--- src/rtl/parity_serializer.sv ---
// Parallel-to-serial framer: DATA_W data bits LSB first, then one parity bit.
// A new word can be accepted in the parity cycle so that frames run back-to-back.
module parity_serializer #(
    parameter int unsigned DATA_W     = 8,
    parameter int unsigned PARITY_ODD = 0
) (
    input  logic              clk,
    input  logic              rst_n,
    input  logic [DATA_W-1:0] din,
    input  logic              din_valid,
    output logic              din_ready,
    output logic              x,
    output logic              x_valid,
    output logic              par_bit
);

    localparam int unsigned     CntW    = $clog2(DATA_W + 1);
    localparam logic [CntW-1:0] LastCnt = CntW'(DATA_W - 1);
    localparam logic            OddBit  = (PARITY_ODD != 0);

    // The state names the kind of bit currently shown on x.
    typedef enum logic [1:0] {
        StIdle,
        StData,
        StPar
    } state_e;

    state_e            state_q, state_d;
    logic [DATA_W-1:0] shift_q, shift_d;
    logic [CntW-1:0]   cnt_q, cnt_d;
    logic              acc_q, acc_d;
    logic              x_q, x_d;
    logic              x_valid_q, x_valid_d;
    logic              par_bit_q, par_bit_d;
    logic              xfer;

    assign din_ready = (state_q != StData);
    assign xfer      = din_valid & din_ready;

    assign x       = x_q;
    assign x_valid = x_valid_q;
    assign par_bit = par_bit_q;

    always_comb begin
        state_d   = state_q;
        shift_d   = shift_q;
        cnt_d     = cnt_q;
        acc_d     = acc_q;
        x_d       = 1'b0;
        x_valid_d = 1'b0;
        par_bit_d = 1'b0;

        unique case (state_q)
            StIdle, StPar: begin
                if (xfer) begin
                    state_d   = StData;
                    shift_d   = din;
                    cnt_d     = '0;
                    acc_d     = 1'b0;
                    x_d       = din[0];
                    x_valid_d = 1'b1;
                end else begin
                    state_d = StIdle;
                end
            end
            StData: begin
                // shift_q[0] always mirrors the data bit on x in this state.
                acc_d     = acc_q ^ shift_q[0];
                x_valid_d = 1'b1;
                if (cnt_q == LastCnt) begin
                    state_d   = StPar;
                    x_d       = acc_q ^ shift_q[0] ^ OddBit;
                    par_bit_d = 1'b1;
                end else begin
                    cnt_d   = cnt_q + CntW'(1);
                    shift_d = {1'b0, shift_q[DATA_W-1:1]};
                    x_d     = shift_q[1];
                end
            end
            default: begin
                state_d = StIdle;
            end
        endcase
    end

    always_ff @(posedge clk or negedge rst_n) begin
        if (!rst_n) begin
            state_q   <= StIdle;
            shift_q   <= '0;
            cnt_q     <= '0;
            acc_q     <= 1'b0;
            x_q       <= 1'b0;
            x_valid_q <= 1'b0;
            par_bit_q <= 1'b0;
        end else begin
            state_q   <= state_d;
            shift_q   <= shift_d;
            cnt_q     <= cnt_d;
            acc_q     <= acc_d;
            x_q       <= x_d;
            x_valid_q <= x_valid_d;
            par_bit_q <= par_bit_d;
        end
    end

endmodule

--- config.mk ---
export PLATFORM = sky130hd
export DESIGN_NAME = parity_serializer
export DESIGN_NICKNAME = d
export VERILOG_FILES = /design/src/rtl/parity_serializer.sv
export SDC_FILE = /design/constraint.sdc
export NUM_CORES = 1
export LEC_CHECK = 0
export ABC_AREA = 1
export CORE_ASPECT_RATIO = 0.7
export CORE_MARGIN = 2
export CORE_UTILIZATION = 40
export CTS_CLUSTER_SIZE = 30
export DETAILED_ROUTE_END_ITERATION = 8
export DONT_BUFFER_PORTS = 1
export GPL_TIMING_DRIVEN = 0
export PLACE_DENSITY_LB_ADDON = 0.2
export SKIP_LAST_GASP = 1
export SYNTH_ARGS = -nofsm -noshare
export SYNTH_HDL_FRONTEND = slang
export SYNTH_SLANG_ARGS = --single-unit
--- constraint.sdc ---
create_clock -name clk -period 1.4 [get_ports clk]
set_clock_uncertainty 0.1 [all_clocks]
set_input_delay 0.21 -clock clk [delete_from_list [all_inputs] [get_ports clk]]
set_output_delay 0.21 -clock clk [all_outputs]
set_load 0.005 [all_outputs]
==> results.yml, run 1 <==
status:
  status: "finished clean"
logic_synthesis:
  seq_area_frac_synth: 0.516
  synth_edf_count: 0
  async_flop_share: 1.00
  synth.top_cells.by_count: "nand2_1, dfrtp_1, inv_1"
  yosys.area.top_type: "dfrtp_1"
  syn_nets: 111
  synthTopCellsByArea: "dfrtp_1, nand2_1, o21ai_2"
  synth_most_common_cell: "nand2_1"
  synth_cell_types: 19
  avgSynthCellArea_um2: 8.82
  syn_area_um2: 873
  synthCells: 99
  yosysWarnings: 0
  synth_top_cell_area_share: 0.516
  synthFlopType: "dfrtp_1"
  ys_ff_latch: 18
clock_network:
  clk_pin_slew_ps: 100
  numClockSinks: 18
  cts-root-buf: "clkbuf_4"
  cts_tree: "done"
  htree_levels: 1
  clock_path_buffers: 2
  clock_latency_ps: 290
  numCtsBuffers: 3
global_route:
  grtUsageTotal: 0.134
  grt_max_degree: 19
  grt_pass1_wl_mm: 2.46
  overflow: 0
  antenna_found_initial: 0
  grt_pass1_vias: 554
setup_path:
  critPathLaunchType: "flop"
  cp.required_ps: 1530
  worst-path-max-fanout: 10
  criticalPathCategory: "flop to flop"
  cp_cell_sequence: "ha_4 > nand3_4 > nand2_2 > nand2_4 > buf_12 > nand3_2 > nand2_1"
  cp.arrival_ps: 1470
  critPathMaxStageDelay_ps: 430
  cp-end-kind: "flop"
  crit_slowest_cell: "dfrtp_1"
layout:
  syn2layout_area_growth_pct: 15.6
  num-fill-cells: 211
  layout-drive-gt1-share: 0.231
  diodes: 0
  finalNetCount: 121
floorplan:
  core-area_um2: 2100
  die_w_um: 59.9
  ioPinCount: 15
  dieHeight_um: 43.1
  rows: 14
  start_util: 0.415
  dieArea_um2: 2580
place:
  gp_congestion: 0.673
  port_buffers: 0
  dp_hpwl_mm: 1.11
sta:
  setup_violations: 0
  period_share: 0.954
  tns_ps: 0
  slew_viol_final: 0
  fmax_mhz: 749
  slew_headroom: 0.445
  hold_viol: 0
  min_period_ps: 1340
  worst_slew_pin_slew_ps: 830
flow_run:
  cap_violations: 0
routing:
  vias: 641
  first_iter_violations: 17
  routedWlPerCell_um: 11.3
  remaining_drc_errors: 0
  drtAntennaViolNets: 0
  via_per_inst: 4.86
  drt-pass1-iter-count: 3
  drt_wl_total_mm: 1.50
power:
  total_power_w: 0.00241
  peakVddDrop_uv: 896
  total_leakage_power_nw: 0.502
  p_per_area_nw_per_um2: 2390
min_path:
  hp-class: "primary input to flop"
==> worst max-delay path, delay by kind of cell, from the launching register on <==
family,cells,cell delay (ps)
flip-flops,1,430
AND/OR/NAND/NOR,5,400
adder cells (fa/ha/maj),1,190
buffers and inverters,1,150
==> report_power, final <==
| part | internal [W] | switching [W] |
|---|---|---|
| clock | 0.000158 | 0.000158 |
| combinational | 0.000514 | 0.000711 |
| sequential | 0.000743 | 0.000129 |
| total | 0.00142 | 0.000997 |
==> layout by cell type (no fill, tap or decap) <==
cell and count:
dlygate4sd3_1 3, or2_2 2, nand2_1 30, a22oi_1 1, nand3_4 1, clkbuf_8 1, buf_4 3, nand3_1 4
o21ai_0 6, buf_12 1, ha_4 1, nand2_4 1, buf_2 1, nor2_1 8, clkbuf_4 3, nand2_2 1
nand3_2 1, dfrtp_1 18, nor2_4 1, nand4_1 1, o21ai_2 7, a21oi_2 1, inv_1 12
==> final timing paths <==
check	start	endpoint	slack, ps	cells past startpoint
max in group asynchronous	rst_n	par_bit$_DFF_PN0_	330	1
hold reg to reg	shift_q[0]$_DFFE_PN0P_	shift_q[0]$_DFFE_PN0P_	420	2
setup reg to reg	cnt_q[1]$_DFFE_PN0P_	cnt_q[3]$_DFFE_PN0P_	60	7
setup / recovery	cnt_q[1]$_DFFE_PN0P_	cnt_q[3]$_DFFE_PN0P_	60	7
min in group asynchronous	rst_n	cnt_q[1]$_DFFE_PN0P_	350	1
hold / removal	din[4]	shift_q[4]$_DFFE_PN0P_	40	4
==> logic make-up after synthesis <==
group / Yosys count / share of synthesized area
buffers and inverters: 15 / 0.0831
AND/OR/NAND/NOR: 50 / 0.264
adder cells (fa/ha/maj): 1 / 0.0143
flip-flops: 18 / 0.516
AO/OA/AOI/OAI: 15 / 0.123
==> registers in the layout, indices dropped and copies added (netlist names) <==
signal / flops
par_bit: 1
x_valid: 1
shift_q: 8
cnt_q: 4
x: 1
acc_q: 1
state_q: 2
==> final cells by class <==
| type | count | area (um^2) | area share |
|---|---|---|---|
| sequential | 18 | 450 | 0.446 |
| timing repair buffer | 5 | 45.0 | 0.0446 |
| tap | 24 | 30.0 | 0.0297 |
| multi-input combinational | 66 | 370 | 0.367 |
| inverter | 12 | 45.0 | 0.0446 |
| buffer | 3 | 32.5 | 0.0322 |
| clock buffer | 4 | 36.3 | 0.0359 |
==> repair_timing <==
item | 4_1_cts | 5_1_grt
endpoints found under the hold margin | 21 | 0
buffers inserted | 1 | 1
hold buffers | 3 | 0
endpoints found under the setup margin | 12 | 12
gates resized for setup | 0 | 4
pin swaps | 0 | 1
cloned | 0 | 0
==> metrics by stage <==
step / std cells / util / area (um^2) / hold slack, ps / worst slack, ps
6_report: 132 / 0.480 / 1010 / 44.7 / 64.9
2_1_floorplan: 99 / - / 873 / -186 / 100
5_1_grt: 132 / 0.480 / 1010 / 38.3 / -4.55
3_5_place_dp: 123 / 0.430 / 903 / -185 / -30.8
3_3_place_gp: 123 / 0.430 / 903 / -185 / 1.02
4_1_cts: 131 / 0.465 / 977 / 32.5 / -5.15
==> metal layers <==
layer / up-vias / routed length [um] / part of all wire / track usage
met4: 0 / 13 / 0.0087 / 0.0400
met1: 301 / 756 / 0.51 / 0.179
met2: 6 / 657 / 0.44 / 0.193
li1: 332 / - / - / -
met5: - / 0 / 0 / 0
met3: 2 / 70 / 0.047 / 0.0610
Note: power is estimated with default switching activity, not from simulation.
==> run 2, diff against run 1 <==
ABC_AREA = default   (was 1)
PLACE_DENSITY = 0.55   (was default)
PLACE_DENSITY_LB_ADDON = default   (was 0.2)
==> run 2 against run 1 <==
The run now ends with setup timing left. Area after synthesis increased by 0.86%. First-iteration DRC count decreased by 24%. Wire length increased by 13%. Final area increased by 12%. Synthesized cell count decreased by 33%. Critical endpoint is now shift_q[5]$_DFFE_PN0P_. Register-to-register slack got worse by 230 ps. Largest cell class unchanged.
==> results.yml, run 2 <==
status:
  status: "complete, but fails checks"
  violations: "setup timing"
logic_synthesis:
  synthCells: 66
  yosys.area.top_type: "dfrtp_1"
  yosysWarnings: 0
  avgSynthCellArea_um2: 13.3
  async_flop_share: 1.00
  synth.top_cells.by_count: "dfrtp_1, mux2_2, mux2_4"
  synth_cell_types: 27
  ys_ff_latch: 18
  seq_area_frac_synth: 0.511
  synthTopCellsByArea: "dfrtp_1, mux2_2, mux2_4"
  synth_most_common_cell: "dfrtp_1"
  syn_nets: 78
  synthFlopType: "dfrtp_1"
  synth_top_cell_area_share: 0.511
  syn_area_um2: 881
  synth_edf_count: 0
setup_path:
  cp.arrival_ps: 1660
  cp-end-kind: "flop"
  cp.required_ps: 1490
  crit_family: "multiplexers"
  cp_cell_sequence: "nor2b_4 > inv_8 > buf_8 > mux2_4 > mux2_4"
  critPathBufInv: 2
  critPathLaunchType: "flop"
  crit_path_frequent_cell: "mux2_4"
  worst-path-max-fanout: 6
  criticalPathCategory: "flop to flop"
  critPathMaxStageDelay_ps: 410
  crit_slowest_cell: "dfrtp_1"
flow_run:
  cap_violations: 0
clock_network:
  clock_path_buffers: 2
  cts_tree: "done"
  numCtsBuffers: 3
  clock_latency_ps: 300
  htree_levels: 1
  clk_pin_slew_ps: 110
  numClockSinks: 18
  cts-root-buf: "clkbuf_4"
place:
  gp_congestion: 0.675
  port_buffers: 0
  dp_hpwl_mm: 1.02
  placed_cells: 98
routing:
  first_iter_violations: 13
  remaining_drc_errors: 0
  drt-pass1-iter-count: 4
  routedWlPerCell_um: 14.9
  vias: 547
  drtAntennaViolNets: 0
  drt_wl_total_mm: 1.69
  via_per_inst: 4.80
sta:
  period_share: 1.12
  worst_slew_pin_slew_ps: 802
  min_period_ps: 1570
  slew_headroom: 0.463
  tns_ps: -1370
  fmax_mhz: 638
  rsz0062_at_grt: "yes"
  hold_viol: 0
  setup_slack_ps: -167
  slew_viol_final: 0
  setup_violations: 12
floorplan:
  rows: 14
  dieHeight_um: 43.3
  ioPinCount: 15
  die_w_um: 60.1
  start_util: 0.416
  core-area_um2: 2120
  dieArea_um2: 2600
global_route:
  grt_use_met2: 0.204
  busiest_layer: "met2"
  antenna_found_initial: 0
  grt_pass1_vias: 562
  grt_max_degree: 19
  grtUsageTotal: 0.148
  overflow: 0
  use_met3: 0.0640
  grt_pass1_wl_mm: 2.69
  use_met1: 0.198
layout:
  fin_cells: 114
  layout-drive-gt1-share: 0.476
  layout_top_registers: "shift_q x8, cnt_q x4, state_q x2"
  syn2layout_area_growth_pct: 28.0
  diodes: 0
  top_register: "shift_q"
  largest_reg_flops: 8
  finalNetCount: 95
  multi_input_area_um2: 425
  mostFrequentLayoutCell: "dfrtp_1"
  num-fill-cells: 181
  layout_common_cells: "dfrtp_1, mux2_2, buf_4"
  regArea_um2: 450
power:
  peakVddDrop_uv: 939
  p_per_area_nw_per_um2: 2540
  total_leakage_power_nw: 0.558
min_path:
  hp-class: "primary input to flop"
## run 2: cell types whose count changed in the layout (fill, tap and decap cells not counted), moves of 7 or more
cell,delta
mux2_4,+7
nand2_1,-27
inv_1,-11
mux2_2,+8
## run 2: repair_timing
action / in CTS / in global routing
gates cloned: 1 / 0
endpoints found under the setup margin: 12 / 16
pin swaps: 1 / 3
hold buffers: 3 / 0
endpoints found under the hold margin: 20 / 0
gates resized for setup: 3 / 6
buffers inserted: 6 / 4
## run 2: worst register-to-register path, cell delays in order (launching register included)
cell and delay (ps):
dfrtp_1 410, nor2b_4 220, inv_8 60, buf_8 140, mux2_4 290, mux2_4 250
## run 2: final timing paths
check | startpoint | to | slack, ps | cells past startpoint
min in group asynchronous | rst_n | shift_q[7]$_DFFE_PN0P_ | 330 | 1
min | din[7] | shift_q[7]$_DFFE_PN0P_ | 30 | 2
max | state_q[1]$_DFFE_PN0P_ | shift_q[5]$_DFFE_PN0P_ | -170 | 5
min reg2reg | acc_q$_DFFE_PN0P_ | acc_q$_DFFE_PN0P_ | 400 | 1
max in group asynchronous | rst_n | acc_q$_DFFE_PN0P_ | 360 | 1
max reg2reg | state_q[1]$_DFFE_PN0P_ | shift_q[5]$_DFFE_PN0P_ | -170 | 5
## run 2: cell families after synthesis
| family | Yosys count | synth area share |
|---|---|---|
| buf+inv | 5 | 0.0469 |
| simple gates | 14 | 0.102 |
| xor+xnor | 1 | 0.00994 |
| mux | 18 | 0.251 |
| compound gates | 9 | 0.0639 |
| fa+ha+maj | 1 | 0.0142 |
| flops | 18 | 0.511 |
## run 2: stage by stage
step	hold slack (ps)	cell area, um^2	total power [W]	utilization	worst slack, ps
finish	34.2	1130	0.00287	0.532	-167
global route	53.1	1130	0.00306	0.532	-222
CTS	20.1	1100	0.00278	0.518	-183
detailed placement	-185	947	0.00215	0.447	-227
global placement	-185	947	0.00213	0.447	-215
floorplan	-186	907	0.00196	-	-144
## run 2: layout make-up
cell class	instances	share of cell area
Buffer	2	0.0233
Clock buffer	4	0.0322
Inverter	2	0.0133
Multi-Input combinational cell	43	0.377
Sequential cell	18	0.400
Tap cell	32	0.0355
Timing Repair Buffer	13	0.119
## run 2: per-layer routing
metal	vias up	share of wire
met4	0	0.0077
li1	263	-
met3	2	0.057
met2	11	0.47
met5	-	0
met1	271	0.47
## run 2: power breakdown
group,total (W),internal (W),leakage [nW],switching (W)
Sequential,0.000936,0.000761,0.220,0.000175
Clock,0.000321,0.000159,0.0210,0.000163
Combinational,0.00161,0.00102,0.317,0.000593
Total,0.00287,0.00194,0.558,0.000931
==> run 3, diff against run 2 <==
PLACE_DENSITY = 0.53   (was 0.55)
clock period = 2 ns   (was 1.4 ns; I/O delays follow)
==> run 3 against run 2 <==
The flow now finishes without violations. Clock power is 46% lower. Utilization down 8.2 points. Critical path depth stayed put. Hold slack lost 2.6 ps. Final cell count fell by 11%. Via count down 8.6%. Flip-flop and latch count did not move. Largest cell class unchanged.
==> results.yml, run 3 (same netlist as run 2, synthesis figures left out) <==
sta:
  period_share: 0.902
  slew_viol_final: 0
  hold_viol: 0
  worst_slew_pin_slew_ps: 821
  rsz0062_at_grt: "no"
  fmax_mhz: 554
  tns_ps: 0
  setup_violations: 0
  slew_headroom: 0.451
  min_period_ps: 1800
clock_network:
  htree_levels: 1
  clock_latency_ps: 290
  clk_pin_slew_ps: 90
  cts-root-buf: "clkbuf_4"
  numCtsBuffers: 3
  cts_tree: "done"
  numClockSinks: 18
  ctsResizeCount: 0
  clock_path_buffers: 2
power:
  total_leakage_power_nw: 0.467
  peakVddDrop_uv: 727
  p_per_area_nw_per_um2: 1690
routing:
  drtAntennaViolNets: 0
  vias: 500
  drt_wl_total_mm: 1.44
  first_iter_violations: 12
  via_per_inst: 4.90
  remaining_drc_errors: 0
  routedWlPerCell_um: 14.1
  drt-pass1-iter-count: 2
layout:
  top_register: "shift_q"
  utilization: 0.450
  diodes: 0
  layout_common_cells: "dfrtp_1, mux2_2, mux2_4"
  mostFrequentLayoutCell: "dfrtp_1"
  regArea_um2: 450
  num-fill-cells: 205
  largest_reg_flops: 8
  multi_input_area_um2: 389
  finalNetCount: 84
  syn2layout_area_growth_pct: 8.24
  layout_top_registers: "shift_q x8, cnt_q x4, state_q x2"
  layout-drive-gt1-share: 0.357
global_route:
  grt_max_degree: 19
  grtUsageTotal: 0.135
  grt_pass1_wl_mm: 2.50
  grt_pass1_vias: 539
  overflow: 0
  antenna_found_initial: 0
setup_path:
  critPathLaunchType: "flop"
  cp.arrival_ps: 1890
  cp.required_ps: 2080
  criticalPathCategory: "flop to flop"
  cp-end-kind: "flop"
  worst-path-max-fanout: 10
place:
  gp_congestion: 0.675
  dp_hpwl_mm: 1.01
  port_buffers: 0
floorplan:
  start_util: 0.416
  dieHeight_um: 43.3
  core-area_um2: 2120
  ioPinCount: 15
  dieArea_um2: 2600
  die_w_um: 60.1
  rows: 14
flow_run:
  cap_violations: 0
min_path:
  hp-class: "primary input to flop"
status:
  status: "finished clean"
==> run 3: timing repair <==
action / 4_1_cts / 5_1_grt
hold buffers: 1 / 0
hold endpoints to repair: 18 / 0
setup buffers: 0 / 0
==> run 3: worst paths after layout <==
path                                            from                     end  slack [ps]  depth (start not counted)
worst min-delay path                          din[0]             x$_DFF_PN0_          30                          2
max in group asynchronous                      rst_n  shift_q[7]$_DFFE_PN0P_         850                          1
worst min register to register     acc_q$_DFFE_PN0P_       acc_q$_DFFE_PN0P_         400                          1
min in group asynchronous                      rst_n       acc_q$_DFFE_PN0P_         440                          1
worst max-delay path            cnt_q[0]$_DFFE_PN0P_  shift_q[3]$_DFFE_PN0P_         200                          5
worst max register to register  cnt_q[0]$_DFFE_PN0P_  shift_q[3]$_DFFE_PN0P_         200                          5
==> run 3: where the power goes <==
group | total [W] | internal [W] | switching, W | leakage [nW]
Combinational | 0.000791 | 0.000465 | 0.000326 | 0.233
Clock | 0.000174 | 0.0000700 | 0.000104 | 0.0138
Sequential | 0.000643 | 0.000533 | 0.000111 | 0.220
Total | 0.00161 | 0.00107 | 0.000540 | 0.467
==> run 3: cell type report <==
cell class | count | share of cell area
timing repair buffer | 1 | 0.0105
tap | 32 | 0.0420
sequential | 18 | 0.472
buffer | 3 | 0.0328
clock buffer | 3 | 0.0236
multi-input combinational | 43 | 0.408
inverter | 2 | 0.0105
==> run 3: per-layer routing <==
layer / vias to the layer above / part of all wire / track usage
met4: 0 / 0 / 0.0267
met2: 11 / 0.44 / 0.207
met5: - / 0 / 0
li1: 243 / - / -
met1: 246 / 0.50 / 0.168
met3: 0 / 0.060 / 0.0732
==> run 3: critical path, cell delays in order, from the launching register on <==
cell      delay (ps)
dfrtp_1          410
ha_1             260
nand3b_4         150
a21o_1           150
buf_2            260
mux2_2           360
==> run 3: metrics by stage <==
step                setup slack (ps)  hold WS [ps]  instance area, um^2  power [W]  cells
floorplan                        345         -95.6                  881    0.00132     66
global placement                 196         -95.2                  921    0.00144     98
detailed placement               196         -95.2                  921    0.00144     98
CTS                              174          17.9                  953    0.00163    102
global route                    97.9          40.1                  953    0.00175    102
finish                           196          31.6                  953    0.00161    102
